$ cat config.mk
export PLATFORM = sky130hd
export DESIGN_NAME = ct_pmp_chk_pipe
export DESIGN_NICKNAME = d
export VERILOG_FILES = /design/src/rtl/ct_pmp_pkg.sv /design/src/rtl/ct_pmp_chk_fault.sv /design/src/rtl/ct_pmp_chk_pipe.sv
export SDC_FILE = /design/constraint.sdc
export NUM_CORES = 1
export LEC_CHECK = 0
export ABC_AREA = 1
export BUFFER_PORTS_ARGS = -buffer_cell sky130_fd_sc_hd__buf_2
export CORE_MARGIN = 1
export CORE_UTILIZATION = 50
export CTS_CLUSTER_SIZE = 24
export DETAILED_ROUTE_END_ITERATION = 7
export GPL_TIMING_DRIVEN = 0
export PLACE_DENSITY = 0.88
export REMOVE_ABC_BUFFERS = 1
export SETUP_SLACK_MARGIN = 0.02
export SYNTH_ARGS = -nofsm -noshare
export SYNTH_HDL_FRONTEND = slang
export SYNTH_SLANG_ARGS = --single-unit
$ cat constraint.sdc
create_clock -name forever_cpuclk -period 1.6 [get_ports forever_cpuclk]
set_input_delay 0.08 -clock forever_cpuclk [delete_from_list [all_inputs] [get_ports forever_cpuclk]]
set_output_delay 0.08 -clock forever_cpuclk [all_outputs]
set_load 0.02 [all_outputs]
$ cat src/rtl/ct_pmp_pkg.sv
// ct_pmp_pkg
//   Shared definitions for the PMP check pipe: access-type encodings,
//   positions of the lookup flag bits, and default bus widths.
package ct_pmp_pkg;

  localparam int PMP_PA_WIDTH = 28;
  localparam int PMP_ID_WIDTH = 4;

  localparam logic [1:0] PMP_ACC_RD  = 2'b00;
  localparam logic [1:0] PMP_ACC_WR  = 2'b01;
  localparam logic [1:0] PMP_ACC_EX  = 2'b10;
  localparam logic [1:0] PMP_ACC_RSV = 2'b11;

  // Bit positions inside the {L,X,W,R} flag nibble.
  localparam int PMP_FLG_R = 0;
  localparam int PMP_FLG_W = 1;
  localparam int PMP_FLG_X = 2;
  localparam int PMP_FLG_L = 3;

endpackage

$ cat src/rtl/ct_pmp_chk_fault.sv
// ct_pmp_chk_fault
//   Combinational access check: turns an access type and the {L,X,W,R}
//   flags returned by the lookup into a single fault bit.
// Ports
//   acc_type  in  2  access type (read / write / exec / reserved)
//   flg       in  4  {L,X,W,R} lookup flags
//   fault     out 1  access denied
module ct_pmp_chk_fault
  import ct_pmp_pkg::*;
(
  input  logic [1:0] acc_type,
  input  logic [3:0] flg,
  output logic       fault
);

  // L only locks the entry; the lookup has already folded it into R/W/X,
  // so it does not take part in the decision here.
  always_comb begin
    fault = ((acc_type == PMP_ACC_RD) & ~flg[PMP_FLG_R])
          | ((acc_type == PMP_ACC_WR) & ~flg[PMP_FLG_W])
          | ((acc_type == PMP_ACC_EX) & ~flg[PMP_FLG_X])
          |  (acc_type == PMP_ACC_RSV);
  end

endmodule

$ cat src/rtl/ct_pmp_chk_pipe.sv
// ct_pmp_chk_pipe
//   Two-stage pipe around the PMP flag lookup. S1 arbitrates PTW/JTLB
//   requests and registers the PA and MPRV qualifier that drive the lookup;
//   S2 captures the returned flags, derives the fault and presents the
//   response to the requester.
// Ports
//   forever_cpuclk / cpurst_b          clock, async active-low reset
//   ptw_pmp_req_* / pmp_ptw_req_rdy    PTW request channel (high priority)
//   jtlb_pmp_req_* / pmp_jtlb_req_rdy  JTLB request channel
//   mmu_pmp_flush                      kill everything in flight
//   mmu_pmp_pa_y, pmp_mprv_status_y    S1 registers to the lookup
//   pmp_mmu_flg_y                      lookup flags, combinational from S1
//   pmp_resp_*                         response channel
//
// Handshake: a transfer happens on a rising edge where valid and ready are
// both high. Request ready is computed from pipe occupancy only and never
// looks at the requester's own valid. The response side holds all
// pmp_resp_* stable while pmp_resp_vld is high and pmp_resp_rdy is low.
module ct_pmp_chk_pipe
  import ct_pmp_pkg::*;
#(
  parameter int PA_WIDTH = PMP_PA_WIDTH,
  parameter int ID_WIDTH = PMP_ID_WIDTH
) (
  input  logic                forever_cpuclk,
  input  logic                cpurst_b,
  input  logic                ptw_pmp_req_vld,
  input  logic [PA_WIDTH-1:0] ptw_pmp_req_pa,
  input  logic [ID_WIDTH-1:0] ptw_pmp_req_id,
  output logic                pmp_ptw_req_rdy,
  input  logic                jtlb_pmp_req_vld,
  input  logic [PA_WIDTH-1:0] jtlb_pmp_req_pa,
  input  logic [ID_WIDTH-1:0] jtlb_pmp_req_id,
  input  logic [1:0]          jtlb_pmp_req_type,
  input  logic                jtlb_pmp_req_mprv,
  output logic                pmp_jtlb_req_rdy,
  input  logic                mmu_pmp_flush,
  output logic [PA_WIDTH-1:0] mmu_pmp_pa_y,
  output logic                pmp_mprv_status_y,
  input  logic [3:0]          pmp_mmu_flg_y,
  output logic                pmp_resp_vld,
  input  logic                pmp_resp_rdy,
  output logic                pmp_resp_src,
  output logic [ID_WIDTH-1:0] pmp_resp_id,
  output logic [3:0]          pmp_resp_flg,
  output logic                pmp_resp_fault
);

  logic                s1_vld;
  logic                s1_src;
  logic [ID_WIDTH-1:0] s1_id;
  logic [1:0]          s1_type;

  logic                s2_adv;
  logic                s1_acc;
  logic                req_any;
  logic [PA_WIDTH-1:0] req_pa;
  logic [ID_WIDTH-1:0] req_id;
  logic [1:0]          req_type;
  logic                req_mprv;
  logic                s1_fault;

  // pmp_resp_vld is the S2 valid bit itself.
  assign s2_adv = s1_vld & (~pmp_resp_vld | pmp_resp_rdy);
  assign s1_acc = ~mmu_pmp_flush & (~s1_vld | s2_adv);

  assign pmp_ptw_req_rdy  = s1_acc;
  assign pmp_jtlb_req_rdy = s1_acc & ~ptw_pmp_req_vld;

  assign req_any = ptw_pmp_req_vld | jtlb_pmp_req_vld;

  // Fixed priority mux. PTW walks are always reads without MPRV; MPRV never
  // applies to instruction fetch.
  always_comb begin
    req_pa   = jtlb_pmp_req_pa;
    req_id   = jtlb_pmp_req_id;
    req_type = jtlb_pmp_req_type;
    req_mprv = jtlb_pmp_req_mprv & (jtlb_pmp_req_type != PMP_ACC_EX);
    if (ptw_pmp_req_vld) begin
      req_pa   = ptw_pmp_req_pa;
      req_id   = ptw_pmp_req_id;
      req_type = PMP_ACC_RD;
      req_mprv = 1'b0;
    end
  end

  // S1: the PA/MPRV registers double as the lookup drive and only change on
  // a real capture, so the lookup input is stable across stalls.
  always_ff @(posedge forever_cpuclk or negedge cpurst_b) begin
    if (!cpurst_b) begin
      s1_vld            <= 1'b0;
      s1_src            <= 1'b0;
      s1_id             <= '0;
      s1_type           <= PMP_ACC_RD;
      mmu_pmp_pa_y      <= '0;
      pmp_mprv_status_y <= 1'b0;
    end else if (mmu_pmp_flush) begin
      s1_vld <= 1'b0;
    end else if (s1_acc) begin
      s1_vld <= req_any;
      if (req_any) begin
        s1_src            <= ptw_pmp_req_vld;
        s1_id             <= req_id;
        s1_type           <= req_type;
        mmu_pmp_pa_y      <= req_pa;
        pmp_mprv_status_y <= req_mprv;
      end
    end
  end

  ct_pmp_chk_fault u_fault (
    .acc_type (s1_type),
    .flg      (pmp_mmu_flg_y),
    .fault    (s1_fault)
  );

  // S2: flush drops a pending response even if it would have handed off
  // this cycle.
  always_ff @(posedge forever_cpuclk or negedge cpurst_b) begin
    if (!cpurst_b) begin
      pmp_resp_vld   <= 1'b0;
      pmp_resp_src   <= 1'b0;
      pmp_resp_id    <= '0;
      pmp_resp_flg   <= '0;
      pmp_resp_fault <= 1'b0;
    end else if (mmu_pmp_flush) begin
      pmp_resp_vld <= 1'b0;
    end else if (s2_adv) begin
      pmp_resp_vld   <= 1'b1;
      pmp_resp_src   <= s1_src;
      pmp_resp_id    <= s1_id;
      pmp_resp_flg   <= pmp_mmu_flg_y;
      pmp_resp_fault <= s1_fault;
    end else if (pmp_resp_rdy) begin
      pmp_resp_vld <= 1'b0;
    end
  end

endmodule
==> results of run 1 <==
==> cell usage after synthesis (all sizes together) <==
| master | count |
|---|---|
| nand2 | 202 |
| dfrtp | 48 |
| nand3 | 39 |
| buf | 15 |
| inv | 12 |
| nor2 | 9 |
| nand4 | 3 |
| o21ai | 3 |
| clkbuf | 2 |
==> metrics by stage <==
step	hold slack (ns)	area, um2	setup WS, ns	cells	total power [mW]
after global routing	0.01388	3099	0.1253	510	3.179
after floorplan	-0.2156	2322	0.3996	316	2.003
after CTS	0.01247	3097	0.1515	510	3.031
after global placement	0.2873	2997	-0.4122	501	2.342
final	0.02054	3099	0.2422	510	3.006
after detailed placement	0.2964	2997	-0.4860	501	2.367
==> layer usage <==
| layer | part of all wire (%) | track usage, % | vias to the layer above |
|---|---|---|---|
| met5 | 0 | 0 | - |
| met2 | 50 | 39.31 | 76 |
| met1 | 45 | 26.60 | 1070 |
| met3 | 4.3 | 4.861 | 10 |
| met4 | 1.5 | 6.100 | 0 |
| li1 | - | - | 1242 |
==> placed cells by master, fill, tap and decap left out, types with 5 or more instances in the layout <==
cell and n:
dfrtp_1 48, inv_1 10, buf_2 117, nand2_1 202
nor2_1 6, clkbuf_8 5, nand3_1 36
==> cells by family (layout without fill, tap and decap cells) <==
family | count (synthesis) | after routing | share of synthesized area, %
compound gates | 3 | 3 | 0.6139
buf+inv | 29 | 139 | 6.858
flops | 48 | 48 | 49.13
simple gates | 253 | 253 | 43.40
==> power groups by stage <==
| stage | combinational [mW] | clock, mW | sequential (mW) |
|---|---|---|---|
| after floorplan | 0.289 | 0 | 1.71 |
| after global placement | 0.830 | 0 | 1.51 |
| after detailed placement | 0.853 | 0 | 1.51 |
| after CTS | 0.857 | 0.680 | 1.49 |
| after global routing | 0.945 | 0.719 | 1.52 |
| final | 0.847 | 0.665 | 1.49 |
==> sequential cells by signal (all words and copies together) (netlist names), 2 cells and up <==
name	flops
pmp_resp_id	4
mmu_pmp_pa_y	28
s1_id	4
s1_type	2
pmp_resp_flg	4
==> worst min-delay path by stage <==
stage                             endpoint  cells after the start  slack [ns]        startpoint
2_1_floorplan  mmu_pmp_pa_y[0]$_DFFE_PN0P_                      0       -0.22          cpurst_b
3_3_place_gp   pmp_resp_flg[3]$_DFFE_PN0P_                      3        0.29  pmp_mmu_flg_y[3]
6_report       pmp_resp_flg[2]$_DFFE_PN0P_                      3        0.02  pmp_mmu_flg_y[2]
4_1_cts        pmp_resp_flg[2]$_DFFE_PN0P_                      3        0.01  pmp_mmu_flg_y[2]
5_1_grt        pmp_resp_flg[2]$_DFFE_PN0P_                      3        0.01  pmp_mmu_flg_y[2]
3_5_place_dp   pmp_resp_flg[3]$_DFFE_PN0P_                      3        0.30  pmp_mmu_flg_y[3]
==> repair_timing <==
| action | 4_1_cts | 5_1_grt |
|---|---|---|
| hold endpoints to repair | 8 | 0 |
| endpoints found under the setup margin | 37 | 15 |
| buffers inserted | 0 | 0 |
| gates resized for setup | 1 | 2 |
| hold buffers | 2 | 0 |
==> critical path, cell delays in order, from the launching register on <==
cell and delay, ns:
dfrtp_1 0.46, nand3_2 0.15, nand3_4 0.35, nand2_1 0.20, nand2_1 0.08
==> final cells by class <==
class                           count  area [um2]  share of cell area, %
Clock buffer                        6       72.57                  2.342
Inverter                           12       47.55                  1.534
Sequential cell                    48        1201                  38.76
Timing Repair Buffer              120       613.1                  19.78
Clock inverter                      1       5.005                 0.1615
Multi-Input combinational cell    256        1076                  34.72
Tap cell                           67       83.83                  2.705
==> flow_summary.ini, run 1 <==
[global_route]
grt_max_degree = 49
grt.overflow.total = 0
grt_usage_pct = 21.90
grt_pass1_wl_um = 8976
grt_pass1_vias = 2103
antenna_found_initial = 0

[synthesis]
netlist_instances = 333
synth.largest_area_cell = dfrtp_1
syn_area_mm2 = 0.002445
yosys_warnings = 0
ys_seq_area_share_pct = 49.13
synth_top_cell_area_share_pct = 49.13
synth_cell_types = 18
synth.avg_cell_area_um2 = 7.342
synth.area.top_cells = dfrtp_1 (49%), nand2_1 (31%), nand3_1 (7.4%)
ys_seq_elements = 48

[worst_setup_path]
path_class = reg2reg
r2r_end = s1_id[0]$_DFFE_PN0P_
end_kind = flop
setup.worst_path.start = s1_vld$_DFFE_PN0P_
worstSetupEndpoint = s1_id[0]$_DFFE_PN0P_
regToRegSetupSlack_ns = 0.24
regToRegStartpoint = s1_vld$_DFFE_PN0P_
timing.critical_path.fanout_max = 37
cp-start-kind = flop
worstRegToRegCells = 4
crit_required_ns = 1.78
arrival_ns = 1.54

[clock_network]
insertion_delay_ns = 0.29
cts_made_buffers = 5
clk_pin_slew_ns = 0.08
clock-sinks = 48
cts_tree = yes
root_buffer = clkbuf_8
htreeDepth = 2
clk_path_buf_depth = 2

[power]
power_switching_share_pct = 33.54
power_frac_comb_pct = 28.2
powerDensity_mw_per_mm2 = 969.8
leakage_nw = 1.912
p_seq_share_pct = 49.7
clock_power_share_pct = 22.1
intPower_mw = 1.998
ir_drop_mv = 0.5360
p_sw_mw = 1.008

[timing]
slew_viol_final = 0
tns_ns = 0
clock.fmax_ghz = 0.7365
finalCritPeriodShare_pct = 84.86
hold_viol = 0
worst_pin_slew_ns = 1.022
maxSlewHeadroom_pct = 31.87
rsz0062_at_grt = no
finalSetupViolCount = 0
skew_ns = 0.002345
finalCriticalPeriod_ns = 1.358

[routing]
drt_iter0_drc = 106
wl_um = 5353
wl_per_cell_um = 10.50
dr.pass1.iters = 4
vias_per_cell = 4.702
drc = 0
vias = 2398
ant_nets = 0

[placement]
dpl.hpwl_um = 3691
routabilityCongestion = 0.7746
io_buffer_count = 118

[floorplanning]
io_pins = 119
fp-row-count = 25
die_y_um = 71.93
die_w_um = 71.93
die_area_mm2 = 0.005173
initial_utilization_pct = 51.76
coreArea_mm2 = 0.004723

[final_layout]
final_util_pct = 65.62
layout-drive-gt1-share_pct = 30.02
fillers = 443
num_antenna_cells = 0
nNetsFinal = 520
area_delta_synth_final_pct = 26.77

[status]
outcome = completed

[min_path]
hp-class = in2reg

[run]
drv_cap = 0
No activity file was read; power rests on OpenSTA's default activity.
==> run 2: changes to the inputs <==
--- a/config.mk
+++ b/config.mk
@@ -8,11 +8,11 @@
 export ABC_AREA = 1
 export BUFFER_PORTS_ARGS = -buffer_cell sky130_fd_sc_hd__buf_2
 export CORE_MARGIN = 1
-export CORE_UTILIZATION = 50
+export CORE_UTILIZATION = 42
 export CTS_CLUSTER_SIZE = 24
 export DETAILED_ROUTE_END_ITERATION = 7
 export GPL_TIMING_DRIVEN = 0
-export PLACE_DENSITY = 0.88
+export PLACE_DENSITY = 0.79
 export REMOVE_ABC_BUFFERS = 1
 export SETUP_SLACK_MARGIN = 0.02
 export SYNTH_ARGS = -nofsm -noshare
==> constraint.sdc (replaced) <==
create_clock -name forever_cpuclk -period 1.2 [get_ports forever_cpuclk]
set_input_delay 0.06 -clock forever_cpuclk [delete_from_list [all_inputs] [get_ports forever_cpuclk]]
set_output_delay 0.06 -clock forever_cpuclk [all_outputs]
set_load 0.02 [all_outputs]
==> run 2 against run 1 <==
Net effect: the flow now finishes with violations (negative hold slack, negative setup slack); setup slack got worse by 0.28 ns; die area increased by 18%; via count increased by 6.5%; utilization is 4.8 points lower; critical path depth is the same; hold slack lost 0.082 ns; register-to-register slack worse by 0.27 ns; sequential power increased by 34%; final area rose by 9.4%; sequential share of layout area decreased by 3.3 points; critical endpoint is now pmp_jtlb_req_rdy; largest power group unchanged; highest routed layer unchanged.
==> flow_summary.ini, run 2 (synthesis gave the netlist of run 1 again) <==
[floorplanning]
die_area_mm2 = 0.006130
die_y_um = 78.30
initial_utilization_pct = 43.86
coreArea_mm2 = 0.005574
fp-row-count = 27
die_w_um = 78.30
io_pins = 119

[run]
drv_cap = 0

[worst_setup_path]
setup.worst_path.start = s1_vld$_DFFE_PN0P_
arrival_ns = 1.18
regToRegStartpoint = s1_vld$_DFFE_PN0P_
timing.critical_path.fanout_max = 4
cp-start-kind = flop
crit_required_ns = 1.14
regToRegSetupSlack_ns = -0.03
end_kind = output port
r2r_end = mmu_pmp_pa_y[4]$_DFFE_PN0P_
worstSetupEndpoint = pmp_jtlb_req_rdy
path_class = reg2out
worstRegToRegCells = 5

[final_layout]
final_util_pct = 60.85
nNetsFinal = 536
layout_commonest_cell = nand2_1
layout_common_cells = nand2_1 (200), buf_2 (115), dfrtp_1 (46)
layout-drive-gt1-share_pct = 34.13
area_delta_synth_final_pct = 38.74
largest_register = mmu_pmp_pa_y
largest_reg_flops = 28
num_antenna_cells = 0

[global_route]
grt_max_degree = 49
grt_pass1_vias = 2291
grt.overflow.total = 0
antenna_found_initial = 0
grt_usage_pct = 21.34
grt_pass1_wl_um = 10250

[power]
ir_drop_mv = 0.6312
leakage_nw = 2.023
powerDensity_mw_per_mm2 = 1292

[timing]
skew_ns = 0.005224
worst_pin_slew_ns = 1.065
clock.fmax_ghz = 0.8077
finalSetupViolCount = 13
fin_hold_ws_ns = -0.06174
maxSlewHeadroom_pct = 29.03
slew_viol_final = 0
finalCritPeriodShare_pct = 103.2
hold_viol = 48
finalCriticalPeriod_ns = 1.238
rsz0062_at_grt = yes
setup_slack_ns = -0.03805
tns_ns = -0.2775

[clock_network]
clk_pin_slew_ns = 0.09
clk_path_buf_depth = 2
root_buffer = clkbuf_8
cts_made_buffers = 5
cts_tree = yes
htreeDepth = 2
clock-sinks = 48
insertion_delay_ns = 0.29

[routing]
dr.pass1.iters = 4
drt_iter0_drc = 159
drc = 0
wl_um = 6884
ant_nets = 0
vias = 2553
vias_per_cell = 4.799
wl_per_cell_um = 12.94

[min_path]
hp-class = in2async

[placement]
routabilityCongestion = 0.7372
io_buffer_count = 118
dpl.hpwl_um = 3774

[status]
outcome = complete, but fails checks
violations = negative hold slack, negative setup slack
==> run 2: metal layers <==
layer / up-vias / wire [um] / track usage [%]
li1: 1302 / - / -
met1: 1167 / 3122 / 26.71
met2: 79 / 3445 / 38.68
met3: 5 / 286 / 4.070
met4: 0 / 29 / 3.333
met5: - / 0 / 0
==> run 2: power by group <==
group          switching, mW  total, mW  leakage, nW  internal [mW]
clock                  0.515       1.13       0.0552          0.619
sequential             0.130       1.99        0.598           1.86
combinational          0.802       1.26         1.37          0.455
==> run 2: timing repair <==
action                                 4_1_cts  5_1_grt
setup endpoints to repair                   39       49
resized for setup                           13       12
hold buffers                                 1        0
pin swaps                                    3        4
endpoints found under the hold margin       49        0
gates cloned                                 2        6
buffers inserted                             7        2
==> run 2: worst min path at each step <==
stage,startpoint,endpoint,slack [ns]
final,cpurst_b,pmp_resp_flg[1]$_DFFE_PN0P_,-0.06
after global routing,pmp_mmu_flg_y[2],pmp_resp_flg[2]$_DFFE_PN0P_,0.01
after CTS,cpurst_b,pmp_resp_flg[1]$_DFFE_PN0P_,-0.02
after detailed placement,pmp_mmu_flg_y[3],pmp_resp_flg[3]$_DFFE_PN0P_,0.27
after global placement,pmp_mmu_flg_y[3],pmp_resp_flg[3]$_DFFE_PN0P_,0.27
after floorplan,cpurst_b,mmu_pmp_pa_y[0]$_DFFE_PN0P_,-0.24
==> run 2: worst max-delay path: stages (launching register included) <==
cell and delay [ns]:
dfrtp_2 0.46, nand3_4 0.12, nand2_4 0.07, nor2_4 0.11, buf_6 0.12
==> run 2: layout make-up <==
type | count | area (um2)
multi-input cells | 264 | 1240
fillers | 514 | 2182
flip-flops and latches | 48 | 1204
repair buffers | 128 | 703.2
clock inverters | 2 | 35.03
clock buffers | 6 | 72.57
well taps | 72 | 90.09
inverters | 12 | 47.55
==> run 2: through the flow <==
step / total power [mW] / instance area [um2] / std cells / setup WS [ns] / hold WS [ns]
final: 4.381 / 3392 / 532 / -0.03805 / -0.06174
after global routing: 4.645 / 3392 / 532 / -0.07895 / 0.01209
after CTS: 4.369 / 3239 / 524 / -0.03589 / -0.01560
after detailed placement: 3.158 / 3003 / 506 / -0.8831 / 0.2731
after global placement: 3.131 / 3003 / 506 / -0.8114 / 0.2674
after floorplan: 2.671 / 2322 / 316 / -0.0004163 / -0.2356
